[config.mk]
export PLATFORM = sky130hd
export DESIGN_NAME = micro_sequencer
export DESIGN_NICKNAME = d
export VERILOG_FILES = /design/src/rtl/micro_sequencer.sv
export SDC_FILE = /design/constraint.sdc
export NUM_CORES = 1
export LEC_CHECK = 0
export ABC_AREA = 1
export CAP_MARGIN = 20
export CORE_MARGIN = 5
export CORE_UTILIZATION = 37
export CTS_CLUSTER_DIAMETER = 50
export CTS_CLUSTER_SIZE = 25
export DETAILED_ROUTE_END_ITERATION = 8
export PLACE_DENSITY = 0.76
export SYNTH_ARGS = -nofsm -noshare
export SYNTH_HDL_FRONTEND = slang
export SYNTH_SLANG_ARGS = --single-unit
[constraint.sdc]
create_clock -name clk -period 1.4 [get_ports clk]
set_input_delay 0.14 -clock clk [delete_from_list [all_inputs] [get_ports clk]]
set_output_delay 0.14 -clock clk [all_outputs]
set_load 0.01 [all_outputs]
[src/rtl/micro_sequencer.sv]
// micro_sequencer: next-address logic for the microcoded control unit.
// Produces the control ROM address (car) from the ROM sequencing fields,
// the opcode in ir[15:8] and the ALU flags. One microinstruction per clk.
//
// Build option: define USTACK_EN to enable the micro-return stack (CALL/RET
// push/pop, overflow/underflow -> FAULT). Without it CALL acts as JUMP,
// RET acts as FETCH, and depth/err read as zero.
//
// A halt is resumed by executing the held microinstruction on the edge where
// hlt drops, so an op that was pending when hlt arrived is not lost.
// depth is 3 bits wide, so with STACK_DEPTH=8 a full stack reads as 0.
//
// state   | meaning
// S_RUN   | executing one microinstruction per clock
// S_HALT  | car/stack frozen; halt_op_q=1 means HLT op, left only by reset
// S_FAULT | microstack overflow/underflow, left only by reset
module micro_sequencer #(
  parameter int CAW         = 10,
  parameter int MAP_OFFSET  = 'h04,
  parameter int MAP_SHIFT   = 2,
  parameter int FETCH_ADDR  = 'h000,
  parameter int STACK_DEPTH = 4
) (
  input  logic           clk,
  input  logic           reset,
  input  logic           hlt,
  input  logic [15:0]    ir,
  input  logic [3:0]     flags,
  input  logic [2:0]     seq_op,
  input  logic [1:0]     cond_sel,
  input  logic           cond_pol,
  input  logic [CAW-1:0] target,
  output logic [CAW-1:0] car,
  output logic           halted,
  output logic           err,
  output logic [2:0]     depth
);

  typedef enum logic [1:0] {S_RUN = 2'd0, S_HALT = 2'd1, S_FAULT = 2'd2} state_t;

  localparam logic [2:0] OP_NEXT  = 3'd0;
  localparam logic [2:0] OP_JUMP  = 3'd1;
  localparam logic [2:0] OP_MAP   = 3'd2;
  localparam logic [2:0] OP_BRC   = 3'd3;
  localparam logic [2:0] OP_CALL  = 3'd4;
  localparam logic [2:0] OP_RET   = 3'd5;
  localparam logic [2:0] OP_FETCH = 3'd6;
  localparam logic [2:0] OP_HLT   = 3'd7;

  localparam logic [CAW-1:0] FETCH_A = CAW'(FETCH_ADDR);

  state_t         state_q, state_d;
  logic           halt_op_q, halt_op_d;
  logic [CAW-1:0] car_q, car_d;
  logic [CAW-1:0] car_inc;
  logic [CAW-1:0] map_addr;
  logic [31:0]    map_full;
  logic           exec;
  logic           taken;
  logic           fault;
  logic           unused_ir;

  assign unused_ir = ^ir[7:0];

  assign car_inc  = car_q + CAW'(1);
  assign map_full = (32'(ir[15:8]) << MAP_SHIFT) + 32'(MAP_OFFSET);
  assign map_addr = map_full[CAW-1:0];
  assign taken    = (flags[cond_sel] == cond_pol);

  // The current microinstruction takes effect in RUN, or on the resume edge of an hlt-caused halt.
  assign exec = !hlt && ((state_q == S_RUN) || ((state_q == S_HALT) && !halt_op_q));

`ifdef USTACK_EN
  localparam int SPW = (STACK_DEPTH > 1) ? $clog2(STACK_DEPTH) : 1;

  logic [CAW-1:0] stack_q [STACK_DEPTH];
  logic [3:0]     depth_q;
  logic [3:0]     top_idx;
  logic           push, pop;
  logic           full, empty;

  assign top_idx = depth_q - 4'd1;
  assign full    = (depth_q == 4'(STACK_DEPTH));
  assign empty   = (depth_q == 4'd0);
`endif

  // Next control address and stack request for the microinstruction on the ROM output.
  always_comb begin
    car_d = car_q;
    fault = 1'b0;
`ifdef USTACK_EN
    push  = 1'b0;
    pop   = 1'b0;
`endif
    if (exec) begin
      case (seq_op)
        OP_NEXT:  car_d = car_inc;
        OP_JUMP:  car_d = target;
        OP_MAP:   car_d = map_addr;
        OP_BRC:   car_d = taken ? target : car_inc;
`ifdef USTACK_EN
        OP_CALL: begin
          if (full) fault = 1'b1;
          else begin
            push  = 1'b1;
            car_d = target;
          end
        end
        OP_RET: begin
          if (empty) fault = 1'b1;
          else begin
            pop   = 1'b1;
            car_d = stack_q[top_idx[SPW-1:0]];
          end
        end
`else
        OP_CALL:  car_d = target;
        OP_RET:   car_d = FETCH_A;
`endif
        OP_FETCH: car_d = FETCH_A;
        OP_HLT:   car_d = car_q;
        default:  car_d = car_q;
      endcase
    end
  end

  // State register plus the sticky "halted by HLT op" marker.
  always_ff @(posedge clk or negedge reset) begin
    if (!reset) begin
      state_q   <= S_RUN;
      halt_op_q <= 1'b0;
    end else begin
      state_q   <= state_d;
      halt_op_q <= halt_op_d;
    end
  end

  // Next-state: hlt wins over any op; HLT op latches; stack faults are terminal.
  always_comb begin
    state_d   = state_q;
    halt_op_d = halt_op_q;
    case (state_q)
      S_RUN, S_HALT: begin
        if (exec) begin
          if (seq_op == OP_HLT) begin
            state_d   = S_HALT;
            halt_op_d = 1'b1;
          end else if (fault) begin
            state_d = S_FAULT;
          end else begin
            state_d = S_RUN;
          end
        end else if (state_q == S_RUN) begin
          state_d = S_HALT;
        end
      end
      S_FAULT: state_d = S_FAULT;
      default: state_d = S_RUN;
    endcase
  end

  // Status outputs decoded from the state register only.
  always_comb begin
    halted = (state_q == S_HALT);
`ifdef USTACK_EN
    err    = (state_q == S_FAULT);
    depth  = depth_q[2:0];
`else
    err    = 1'b0;
    depth  = 3'd0;
`endif
  end

  // Control address register; car_d already holds car when not executing or faulting.
  always_ff @(posedge clk or negedge reset) begin
    if (!reset) car_q <= FETCH_A;
    else        car_q <= car_d;
  end

  assign car = car_q;

`ifdef USTACK_EN
  // Stack occupancy counter.
  always_ff @(posedge clk or negedge reset) begin
    if (!reset)    depth_q <= 4'd0;
    else if (push) depth_q <= depth_q + 4'd1;
    else if (pop)  depth_q <= top_idx;
  end

  // Return-address storage; contents are don't-care above depth, so no reset.
  always_ff @(posedge clk) begin
    if (push) stack_q[depth_q[SPW-1:0]] <= car_inc;
  end
`endif

endmodule

==> metrics.md <==
| Metric | Value |
|---|---|
| Post-route ant nets | 0 |
| Post-Synth Adder-Cell Area | 2.200% |
| WS Path Type | reg -> reg |
| Ant diodes | 0 |
| Crit Reg-Reg Endpoint | car[6] |
| Core Region | 3003 um2 |
| Worst VDD drop | 0.2036 mV |
| Worst path max stage delay | 0.43 ns |
| Total CTS buffers | 3 |
| Largest family of logic cells by synthesized area | simple AND/OR/NAND/NOR gates |
| GRT overflow | 0 |
| P_sw | 0.2340 mW |
| IO Pins | 54 |
| Ys Warns | 0 |
| Slowest-stage cell, CP | dfrtp_1 |
| Fmax | 720.3 MHz |
| R2r setup slk | 0.01 ns |
| Unrepaired setup endpoints after global routing | true |
| Via-per-instance ratio | 4.616 |
| Sequence of cells on the critical path | ha_4, nand3_4, nor2_4, nand2_1, xnor2_1, nand2_1, nand2_1, nor2_2, nor2_1 |
| Synth top area share | 28.60% |
| Final Cycle Share | 99.16% |
| Number of global-route vias before repair | 1206 |
| Worst path buffer plus inverter count | 0 |
| Crit path from | car[1] |
| Post-synth EDFFs | 0 |
| CP most frequent cell | nand2_1 |
| Arr. time, crit path | 1.60 ns |
| Sink Count | 13 |
| Post-DP HPWL | 2.458 mm |
| R2R Path Start | car[1] |
| Worst-path maximum fanout | 4 |
| Layout area overhead | 69.86% |
| Simple-gate share of the synthesized area | 50.83% |
| Setup_tns | 0 ns |
| R2R depth | 9 |
| Detailed Route Iter0 Violations | 65 |
| Sequential share of power | 44.1% |
| Clk pwr share | 27.8% |
| Clk pin slew, worst setup/hold paths | 0.08 ns |
| Root cell of the clock tree | clkbuf_4 |
| Final slew viol count | 0 |
| Syn Inst Count | 190 |
| Syn_area_per_cell | 5.986 um2 |
| Crit path max-delay family | simple AND/OR/NAND/NOR gates |
| Final hold vios | 0 |
| Placer congestion estimate | 0.7773 |
| Initial Util | 37.88% |
| Initial antenna violation count | 0 |
| Post-synthesis mux area share | 0% |
| Tmin final | 1.388 ns |
| Netlist cell types | 25 |
| Top post-synthesis cells by count | nand2_1, nor2_1, nand3_1, inv_1, dfrtp_1 |
| Synth Cell Area | 1137 um2 |
| Main synth FF type | dfrtp_1 |
| Pwr Total | 0.8502 mW |
| Switching Fraction | 27.52% |
| Gr usage total | 14.66% |
| DR WL/cell | 11.01 um |
| Post-synth top area cell | dfrtp_1 |
| CTS tree | done |
| Req. time, crit path | 1.62 ns |
| Layout cells sized above 1 | 26.44% |
| Largest cells by area after synthesis | dfrtp_1, nand2_1, nand3_1 |
| Routed WL | 3.237 mm |
| DIE WIDTH | 65.44 um |
| Leakage | 0.9555 nW |
| H-tree levels | 1 |
| Compound-Gate Fraction of Synth Area | 4.400% |
| Clock Tree Buf Depth | 2 |
| Vias | 1357 |
| WHS | 0.1559 ns |
| DRC | 0 |
| CP endpoint kind | flip-flop |
| Row cnt | 20 |
| Outcome | complete, no violations |
| Clock Skew | 0.001995 ns |
| HP Class | in -> async |
| First-pass GRT wire length | 4.933 mm |
| Most common cell in the netlist | nand2_1 |
| Largest net degree at the start of global routing | 14 |
| Max-Cap Viols | 0 |
| Critical Path Start Type | flip-flop |
| Async S/R FF share, synth | 100.0% |
| Detailed-router iteration count before antenna repair | 4 |
| NumNets Final | 303 |
| Power Density | 440.1 nW/um2 |
| P_int | 0.6162 mW |
| Synth Area in XOR/XNOR | 2.310% |
| Final Core Density | 64.33% |
| Buffers on Ports | 41 |
| Worst skew pair latency | 0.28 ns |
| # setup viols final | 0 |
| Register bit total from synthesis | 13 |
| Comb pwr share | 28.1% |
| Die area | 4282 um2 |
| Die height | 65.44 um |
| Post-synthesis sequential area ratio | 28.60% |
## worst max path at each step
| stage | to | depth (start not counted) | slack, ns |
|---|---|---|---|
| final | car[6] | 9 | 0.01 |
| after global routing | car[6] | 9 | -0.13 |
| after CTS | car[8] | 10 | -0.01 |
| after detailed placement | car[8] | 9 | -0.37 |
| after global placement | car[8] | 9 | -0.34 |
| after floorplan | car[6] | 9 | 0.02 |
## layer usage
layer / part of all wire [%] / track usage (%)
met4: 1.8 / 7.772
met2: 50 / 25.28
met1: 42 / 18.00
met5: 0 / 0
met3: 6.4 / 1.197
## repair_timing
action	CTS	global route
setup endpoints to repair	10	11
resized for setup	12	29
hold buffers	0	0
pin swaps	3	19
buffers inserted	4	6
## power by group through the flow
stage	Combinational, mW	Sequential [mW]	Clock (mW)
floorplan	0.0902	0.383	0
global placement	0.217	0.383	0
detailed placement	0.220	0.383	0
CTS	0.221	0.375	0.243
global route	0.263	0.375	0.256
finish	0.239	0.375	0.236
## kinds of logic after synthesis
group                    count (synthesis)
adder cells (fa/ha/maj)                  2
other                                    1
flip-flops                              13
buffers and inverters                   30
XOR/XNOR                                 3
AO/OA/AOI/OAI                            9
AND/OR/NAND/NOR                        132
## cell usage in the layout, fill, tap and decap left out, types with 2 or more instances in the layout
cell type and count:
nand3_4 2, nand2_2 3, nand2_4 3, conb_1 4, nand3_2 3, o21ai_0 4, o21ai_2 2, nor2_4 5
inv_2 4, clkdlybuf4s50_1 33, dfrtp_2 4, or2_2 3, dlygate4sd2_1 7, dfrtp_1 9, buf_4 29, nand4_1 5
nand2_1 68, nor2_2 4, nand3_1 16, inv_1 20, nor2_1 17, clkbuf_4 3
## state kept, by name, summed over array words and instances (netlist names)
name       count
car           10
state_q        2
halt_op_q      1
## layout make-up
class | count | area (um2)
tap | 33 | 41.29
sequential | 13 | 330.3
clock buffer | 4 | 26.28
inverter | 24 | 90.09
fill | 270 | 1071
timing repair buffer | 70 | 621.8
multi-input combinational | 150 | 822.0
## through the flow
step	setup slack [ns]	instances	area, um2
2_1_floorplan	0.02190	193	1151
3_5_place_dp	-0.3712	281	1714
3_3_place_gp	-0.3389	281	1714
5_1_grt	-0.1271	294	1932
6_report	0.01174	294	1932
4_1_cts	-0.01277	289	1769
Note: power is estimated with default switching activity, not from simulation.
